**src/rtl/fwd_pkg.sv**
```systemverilog
// Shared tag type, bubble constant and parameter bounds for the forwarding/hazard unit.
// No logic or latency of its own; stall and backpressure behaviour live in the users.
package fwd_pkg;

  localparam int REG_AW_MAX         = 6;
  localparam int NUM_FWD_STAGES_MIN = 2;
  localparam int NUM_FWD_STAGES_MAX = 4;
  localparam int MC_LAT_MIN         = 1;
  localparam int MC_LAT_MAX         = 16;
  localparam int FWD_SRC_RF         = 0;

  typedef logic [REG_AW_MAX-1:0] reg_t;

  typedef struct packed {
    logic valid;
    reg_t rd;
    reg_t rs1;
    reg_t rs2;
    logic use_rs1;
    logic use_rs2;
    logic rw;
    logic is_load;
    logic is_mc;
  } tag_t;

  localparam tag_t TAG_BUBBLE = '0;

  // A tag can only ever produce a forwardable result if it writes a non-x0 register.
  function automatic logic tag_writes(tag_t t);
    return t.valid & t.rw & (t.rd != '0);
  endfunction

endpackage

```
**src/rtl/fwd_sel_enc.sv**
```systemverilog
// Priority comparator: youngest post-EX stage whose destination feeds one EX operand.
// Latency: 0 (pure combinational); no backpressure.
module fwd_sel_enc
  import fwd_pkg::*;
#(
  parameter int NUM_FWD_STAGES = 2,
  parameter int SEL_W          = $clog2(NUM_FWD_STAGES + 1)
) (
  input  tag_t [NUM_FWD_STAGES:1] stages,
  input  reg_t                    rs,
  input  logic                    use_rs,
  output logic [SEL_W-1:0]        sel
);

  // Walk oldest to youngest so the youngest match is the last write and wins.
  // Load data is not available until stage 2, so a load at stage 1 never forwards.
  always_comb begin
    sel = SEL_W'(FWD_SRC_RF);
    for (int s = NUM_FWD_STAGES; s >= 1; s--) begin
      if (use_rs && tag_writes(stages[s]) && (stages[s].rd == rs) &&
          (!stages[s].is_load || (s >= 2))) begin
        sel = SEL_W'(s);
      end
    end
  end

  // Source fields of the producer tags are irrelevant to forwarding.
  logic unused_tag_bits;
  always_comb begin
    unused_tag_bits = 1'b0;
    for (int s = 1; s <= NUM_FWD_STAGES; s++) begin
      unused_tag_bits = unused_tag_bits ^ (^{stages[s].rs1, stages[s].rs2,
                                             stages[s].use_rs1, stages[s].use_rs2,
                                             stages[s].is_mc});
    end
  end

endmodule

```
**src/rtl/fwd_hazard_unit.sv**
```systemverilog
// Shadow pipeline of in-flight tags driving EX forward selects and decode stalls (load-use, mul/div).
// Latency: selects are combinational from registered tags; stall_o holds decode, hold_i freezes all state.
module fwd_hazard_unit
  import fwd_pkg::*;
#(
  parameter int REG_AW         = 5,
  parameter int NUM_FWD_STAGES = 2,
  parameter int MC_LAT         = 4,
  parameter int SEL_W          = $clog2(NUM_FWD_STAGES + 1)
) (
  input  logic              clk,
  input  logic              rst_n,
  input  logic              id_valid,
  input  logic [REG_AW-1:0] id_rs1,
  input  logic [REG_AW-1:0] id_rs2,
  input  logic              id_use_rs1,
  input  logic              id_use_rs2,
  input  logic [REG_AW-1:0] id_rd,
  input  logic              id_rw,
  input  logic              id_is_load,
  input  logic              id_is_mc,
  input  logic              flush_i,
  input  logic              hold_i,
  output logic [SEL_W-1:0]  fwd_rs1,
  output logic [SEL_W-1:0]  fwd_rs2,
  output logic              stall_o,
  output logic              mc_busy_o
);

  localparam int              MC_W    = (MC_LAT > 1) ? $clog2(MC_LAT) : 1;
  localparam logic [MC_W-1:0] MC_LOAD = MC_W'(MC_LAT - 1);

  if (NUM_FWD_STAGES < NUM_FWD_STAGES_MIN || NUM_FWD_STAGES > NUM_FWD_STAGES_MAX) begin : g_bad_stages
    $error("fwd_hazard_unit: NUM_FWD_STAGES out of range");
  end
  if (MC_LAT < MC_LAT_MIN || MC_LAT > MC_LAT_MAX) begin : g_bad_mc_lat
    $error("fwd_hazard_unit: MC_LAT out of range");
  end
  if (REG_AW > REG_AW_MAX) begin : g_bad_reg_aw
    $error("fwd_hazard_unit: REG_AW wider than tag register field");
  end

  tag_t [NUM_FWD_STAGES:0] stg_q, stg_d;
  logic [MC_W-1:0]         mc_cnt_q, mc_cnt_d;
  tag_t                    id_tag;
  logic                    load_use;

  always_comb begin
    id_tag         = TAG_BUBBLE;
    id_tag.valid   = 1'b1;
    id_tag.rd      = reg_t'(id_rd);
    id_tag.rs1     = reg_t'(id_rs1);
    id_tag.rs2     = reg_t'(id_rs2);
    id_tag.use_rs1 = id_use_rs1;
    id_tag.use_rs2 = id_use_rs2;
    id_tag.rw      = id_rw;
    id_tag.is_load = id_is_load;
    id_tag.is_mc   = id_is_mc;
  end

  assign load_use = id_valid & tag_writes(stg_q[0]) & stg_q[0].is_load &
                    ((id_use_rs1 & (id_tag.rs1 == stg_q[0].rd)) |
                     (id_use_rs2 & (id_tag.rs2 == stg_q[0].rd)));

  assign mc_busy_o = (mc_cnt_q != '0);
  assign stall_o   = mc_busy_o | (load_use & ~flush_i);

  // Busy counter outranks flush: a flush during a mul/div is not expected, and is ignored.
  always_comb begin
    stg_d    = stg_q;
    mc_cnt_d = mc_cnt_q;
    if (!hold_i) begin
      for (int s = 2; s <= NUM_FWD_STAGES; s++) begin
        stg_d[s] = stg_q[s-1];
      end
      if (mc_busy_o) begin
        mc_cnt_d = mc_cnt_q - MC_W'(1);
        stg_d[1] = TAG_BUBBLE;
      end else begin
        stg_d[1] = stg_q[0];
        if (flush_i || load_use || !id_valid) begin
          stg_d[0] = TAG_BUBBLE;
        end else begin
          stg_d[0] = id_tag;
          if (id_is_mc) begin
            mc_cnt_d = MC_LOAD;
          end
        end
      end
    end
  end

  always_ff @(posedge clk or negedge rst_n) begin
    if (!rst_n) begin
      stg_q    <= '0;
      mc_cnt_q <= '0;
    end else begin
      stg_q    <= stg_d;
      mc_cnt_q <= mc_cnt_d;
    end
  end

  fwd_sel_enc #(
    .NUM_FWD_STAGES (NUM_FWD_STAGES),
    .SEL_W          (SEL_W)
  ) u_sel_rs1 (
    .stages (stg_q[NUM_FWD_STAGES:1]),
    .rs     (stg_q[0].rs1),
    .use_rs (stg_q[0].valid & stg_q[0].use_rs1),
    .sel    (fwd_rs1)
  );

  fwd_sel_enc #(
    .NUM_FWD_STAGES (NUM_FWD_STAGES),
    .SEL_W          (SEL_W)
  ) u_sel_rs2 (
    .stages (stg_q[NUM_FWD_STAGES:1]),
    .rs     (stg_q[0].rs2),
    .use_rs (stg_q[0].valid & stg_q[0].use_rs2),
    .sel    (fwd_rs2)
  );

  // The multi-cycle flag is only acted on at issue, from the decode inputs.
  logic unused_tag_bits;
  assign unused_tag_bits = stg_q[0].is_mc;

endmodule

```
**config.mk**
```make
export PLATFORM = sky130hd
export DESIGN_NAME = fwd_hazard_unit
export DESIGN_NICKNAME = d
export VERILOG_FILES = /design/src/rtl/fwd_pkg.sv /design/src/rtl/fwd_sel_enc.sv /design/src/rtl/fwd_hazard_unit.sv
export SDC_FILE = /design/constraint.sdc
export NUM_CORES = 1
export LEC_CHECK = 0
export CAP_MARGIN = 10
export CORE_MARGIN = 2
export CORE_UTILIZATION = 40
export CTS_BUF_LIST = sky130_fd_sc_hd__clkbuf_2 sky130_fd_sc_hd__clkbuf_4 sky130_fd_sc_hd__clkbuf_8
export CTS_CLUSTER_DIAMETER = 150
export CTS_CLUSTER_SIZE = 30
export DETAILED_ROUTE_END_ITERATION = 8
export HOLD_SLACK_MARGIN = 0.06
export REMOVE_ABC_BUFFERS = 1
export SKIP_CTS_REPAIR_TIMING = 1
export SLEW_MARGIN = 5
export SYNTH_ARGS = -nofsm -noshare
export SYNTH_HDL_FRONTEND = slang
export SYNTH_SLANG_ARGS = --single-unit
```
**constraint.sdc**
```tcl
create_clock -name clk -period 2.2 [get_ports clk]
set_clock_uncertainty 0.15 [all_clocks]
set_input_delay 0.22 -clock clk [delete_from_list [all_inputs] [get_ports clk]]
set_output_delay 0.22 -clock clk [all_outputs]
set_load 0.05 [all_outputs]
```
## Word-level counts from Yosys, hierarchy flattened

Cells that the tools add are included.

| word-level totals | value |
|---|---|
| flip-flop bits (word level) | 43 |
| input bits | 25 |

| operators by class | value |
|---|---|
| add/subtract/negate cells | 1 |
| equal/unequal tests | 7 |
| multiplexer cells | 9 |
| bitwise logic cells | 19 |
| reductions and logical operators | 21 |

Operators with widths:

| cell | count |
|---|---|
| $mux 24 | 2 |
| $eq 6x6->1 | 4 |
| $reduce_bool 6->1 | 3 |
| $and 1x1->1 | 14 |
| $mux 2 | 7 |
| $eq 5x6->1 | 2 |
| $logic_and 1x1->1 | 10 |
| $reduce_bool 2->1 | 2 |
| $not 1->1 | 3 |
| $reduce_and 3->1 | 1 |
| $logic_not 1->1 | 2 |
| $logic_or 1x1->1 | 2 |
| $ne 2x2->1 const B | 1 |
| $or 1x1->1 | 2 |
| $reduce_and 2->1 | 1 |
| $sub 2x1->2 const B | 1 |

## Depth between registers and ports, before layout

Gate-level depths: netlist of run 1.

| logic depth | value |
|---|---|
| word-level depth | 9 |
| gate-level depth with buffers | 6 |

## By module

Synthesis of run 1 repeated with hierarchy kept, for this count alone.

| unflattened totals | value |
|---|---|
| cells, all modules | 267 |
| area total of the unflattened synthesis | 3025.4 sq um |

By module, submodules not included:

| module | instances | cells each | area an instance (sq um) |
|---|---|---|---|
| fwd_hazard_unit | 1 | 221 | 2657.5 |
| fwd_sel_enc | 2 | 23 | 183.9 |

## Worst setup path before layout of run 1

Ideal clock, no wire load.

| path | value |
|---|---|
| path type | reg2out |
| start point | register stg_q[43] (netlist bit) |
| end point | output port fwd_rs1[1] |
| data arrival time | 2.953 ns |
| required time | 1.830 ns |
| slack | -1.123 ns |
| stages on the path, launching flop included | 5 |
| path through | dfrtp_1 xnor2_1 nand4_1 nor4_1 nor2_1 |

| on the way | value |
|---|---|
| longest elaborated chain between the ends | 6 |
| elaborated cells between the ends (all ways) | 7 |
| classes of those cells | eq/ne (1); mux (1); bitwise (1); reduce/logical (4) |

Ends and longest elaborated chain:

| item | RTL line | RTL |
|---|---|---|
| start: declaration | fwd_hazard_unit.sv:43 | `tag_t [NUM_FWD_STAGES:0] stg_q, stg_d;` |
| start signal: assignment | fwd_hazard_unit.sv:98 | `stg_q <= stg_d;` |
| $reduce_bool 6->1 | fwd_pkg.sv:30 | `return t.valid & t.rw & (t.rd != '0);` |
| $and 1x1->1 | fwd_pkg.sv:30 |  |
| $logic_and 1x1->1 | fwd_sel_enc.sv:20 | `if (use_rs && tag_writes(stages[s]) && (stages[s].rd == rs) &&` |
| $logic_and 1x1->1 * (2 in a row) | fwd_sel_enc.sv:20 |  |
| $mux 2 * | fwd_sel_enc.sv:20 |  |
| end: declaration | fwd_hazard_unit.sv:24 | `output logic [SEL_W-1:0] fwd_rs1,` |

Mark *: on every way between the ends. The rest lies on a longest branch, timed or not.

## Worst setup path after layout of run 1

| path | value |
|---|---|
| start point | register stg_q[43] (netlist bit) |
| end point | output port fwd_rs2[1] |

| on the way | value |
|---|---|
| longest elaborated chain between the ends | 6 |
| elaborated cells between the ends (all ways) | 7 |
| classes of those cells | eq/ne (1); mux (1); bitwise (1); reduce/logical (4) |

Ends and longest elaborated chain:

| item | RTL line | RTL |
|---|---|---|
| $reduce_bool 6->1 | fwd_pkg.sv:30 |  |
| $and 1x1->1 | fwd_pkg.sv:30 |  |
| $logic_and 1x1->1 | fwd_sel_enc.sv:20 |  |
| $logic_and 1x1->1 * (2 in a row) | fwd_sel_enc.sv:20 |  |
| $mux 2 * | fwd_sel_enc.sv:20 |  |
| end: declaration | fwd_hazard_unit.sv:25 | `output logic [SEL_W-1:0] fwd_rs2,` |

Marked as above.

==> key figures, run 1 <==
Status
  – Run status: finished, violations left
  – Failing checks: negative setup slack

Yosys
  – Post-synthesis async set-or-reset flop share: 100%
  – Post-Synth Simple-Gate Area: a little under an eighth
  – Post-synthesis sequential area ratio: 49.6%
  – Number of flops mapped to enable cells by yosys: 0
  – Largest area contributor in the netlist: dfrtp_1
  – Yosys cell types: 28
  – Area contributors post-synth: dfrtp_1, xnor2_1, a22o_1, nand2_1, mux2_2
  – Most common cell in the netlist: dfrtp_1
  – Post-Syn Area: approximately 1900 um^2
  – Synth Area in Adders: less than 1%
  – Syn Area/Cell: ~11 um^2
  – Mapped Cells: ~170
  – Multiplexer area fraction after synthesis: between 4 and 5%
  – Largest family of logic cells by synthesized area: compound AO/OA/AOI/OAI gates
  – Synth Area in Compound Gates: 16.0%
  – Yosys warnings: 0
  – Area share of xor/xnor cells in the synthesized design: around 14%
  – Synth top area share: between 40 and 50%
  – Synth Register Bits: 37
  – Commonest cells post-synth: dfrtp_1, xnor2_1, nand2_1, a22o_1, o21ai_0
  – Top_reg_cell synth: dfrtp_1

Timing
  – RSZ-0062 raised after global routing: true
  – Worst slew pin tran: 0.479 ns
  – Min Clock Period, post-route: between 2 and 2.5 ns
  – Setup violators final: 2
  – Final Max Tran Viols: 0
  – Final WS setup: -0.0512 ns
  – Final worst path period share: 102%
  – WHS: 0.199 ns
  – Final hold vios: 0
  – Max Freq: around 440 MHz
  – Headroom to the max-slew limit: around two thirds

Pwr
  – Sequential Power Share: a little over 40%
  – LEAKAGE: 1.10 nW
  – Switch share: approximately 37%
  – Clock share of power: ~18%
  – Internal power: 1.88 mW
  – Power per standard cell area: around 1100 nW/um^2
  – P_sw: 1.10 mW
  – Max rail drop VDD: ~0.00063 V
  – Total power: around 3.0 mW
  – Comb power frac: 40.6%

Die
  – Number of I/O pins: 31
  – Die X: between 70 and 80 um
  – # rows: 24
  – Die Area: between 5000 and 6000 um^2
  – Initial Utilization: roughly 42%
  – Die height: 72.3 um
  – Core ar.: ~4400 um^2

Clock network
  – Clock transition at path regs: around 0.08 ns
  – Max Buffers Root-to-Sink: 2
  – CTS tree: done
  – CTS sink count: 37
  – H-tree levels: 2
  – Clock Latency Late Sink: 0.29 ns
  – Root Buffer: clkbuf_8
  – Number of buffers created by CTS: 5

Routing
  – DRC viols: 0
  – Final antenna-violating net count: 0
  – WL/cell: 16.6 um
  – Via density per instance: around 5.4
  – Detailed-router iteration count before antenna repair: 4
  – Initial drt markers: 63
  – Routed WL: ~4.4 mm
  – Vias: about 1400

Placed design
  – Port bufs: 30
  – Hpwl dp: approximately 3.1 mm
  – DP Cell Count: between 200 and 300
  – Place WS: 0.00982 ns
  – Final GP Congestion: 0.778

Layout
  – Final core utilization: around three fifths
  – Area growth syn-to-layout: 39.2%
  – Post-route insts no fill: ~270
  – Layout cells sized above 1: between 20 and 30%
  – Final nets: 240
  – Register area: just over 900 um^2
  – Ant diodes: 0
  – # fillers: 374
  – Multi-input logic area: a little under 1000 um^2

Min path
  – Worst hold path class: input pin to asynchronous set/reset pin

Critical path
  – CP Capture Type: output port
  – WP data arrival: approximately 1.9 ns
  – Crit-path max FO: 3
  – Crit start category: register
  – Worst Path Required: about 1.8 ns
  – Crit Path Category: register to output port

Global routing
  – Overall routing resource usage: a little under a fifth
  – GR Overflow Total: 0
  – Initial antenna violation count: 0
  – First-pass GRT wire length: ~7.3 mm
  – Vias in the first global route: about 1500
  – Largest net degree at the start of global routing: 38

Run
  – Max cap viols: 0
-- through the flow --
step	area, um^2	TNS [ns]
2_1_floorplan	1820	-7.40
3_3_place_gp	2290	0
3_5_place_dp	2290	0
4_1_cts	2400	-0.712
5_1_grt	2600	-0.437
6_report	2600	-0.0916
-- power groups by stage --
stage               Clock [mW]  Sequential, mW  Combinational, mW
finish                   0.542            1.23               1.21
global placement             0            1.19              0.981
detailed placement           0            1.21               1.00
global route             0.592            1.26               1.32
floorplan                    0            1.11              0.713
CTS                      0.556            1.19               1.01
-- registers in the layout (all words and copies together), names as in the netlist --
signal,count
stg_q,35
mc_cnt_q,2
-- cell type report --
type / instances / area share, %
Sequential cell: 37 / 36.0
Clock buffer: 7 / 3.71
Inverter: 4 / 0.578
Multi-Input combinational cell: 119 / 38.3
Timing Repair Buffer: 47 / 18.6
Tap cell: 52 / 2.50
Clock inverter: 1 / 0.337
-- path summary, 6_finish.rpt --
| path | start | to | slack [ns] | cells past startpoint |
|---|---|---|---|---|
| worst max-delay path | stg_q[43]$_DFFE_PN0N_ | fwd_rs2[1] | -0.05 | 5 |
| worst min-delay path | rst_n | stg_q[20]$_DFFE_PN0P_ | 0.20 | 2 |
| worst max register to register | stg_q[17]$_DFFE_PN0P_ | stg_q[8]$_DFFE_PN0P_ | 0.23 | 7 |
| worst min register to register | stg_q[25]$_DFFE_PN0N_ | stg_q[25]$_DFFE_PN0N_ | 0.34 | 2 |
| max in group asynchronous | rst_n | stg_q[67]$_DFFE_PN0N_ | 1.34 | 2 |
| min in group clk | stg_q[25]$_DFFE_PN0N_ | stg_q[25]$_DFFE_PN0N_ | 0.34 | 2 |
-- worst max-delay path, stage by stage (launching register included) --
cell and delay (ns):
dfrtp_1 0.41, or4_4 0.56, o21ai_4 0.23, nor4_4 0.08
nor2_2 0.12, clkbuf_16 0.18
-- layout by cell type (no fill, tap or decap), types with 6 or more instances in the layout --
master / Yosys / final
xnor2_1: 26 / 18
o21ai_0: 11 / 9
dfrtp_1: 37 / 30
buf_4: 0 / 17
xnor2_2: 0 / 8
nand2_1: 22 / 22
dfrtp_2: 0 / 7
mux2_2: 7 / 7
nand4_1: 6 / 6
clkbuf_8: 0 / 7
clkdlybuf4s50_1: 0 / 24
a22o_1: 19 / 19
-- metal layers --
metal / vias to the layer above / GRT usage (%) / part of all wire (%)
li1: 699 / - / -
met1: 708 / 23.4 / 46
met2: 33 / 30.6 / 48
met3: 9 / 4.44 / 3.5
met4: 0 / 6.92 / 2.1
met5: - / 0 / 0
-- logic make-up (layout without fill, tap and decap cells) --
group           after synthesis  after routing
xor+xnor                     30             30
buf+inv                      12             59
fa+ha+maj                     1              1
mux                           8              8
flops                        37             37
compound gates               37             37
simple gates                 43             43
Power figures use the tool's default switching activity.
==> run 2: changes to the inputs <==
--- a/config.mk
+++ b/config.mk
@@ -8,7 +8,7 @@
 export CAP_MARGIN = 10
 export CORE_MARGIN = 2
 export CORE_UTILIZATION = 40
-export CTS_BUF_LIST = sky130_fd_sc_hd__clkbuf_2 sky130_fd_sc_hd__clkbuf_4 sky130_fd_sc_hd__clkbuf_8
+export CTS_BUF_LIST = sky130_fd_sc_hd__clkbuf_4 sky130_fd_sc_hd__clkbuf_8 sky130_fd_sc_hd__clkbuf_16
 export CTS_CLUSTER_DIAMETER = 150
 export CTS_CLUSTER_SIZE = 30
 export DETAILED_ROUTE_END_ITERATION = 8
==> results of run 2 <==
Final layout, timing and power as in run 1 (identical DEF).
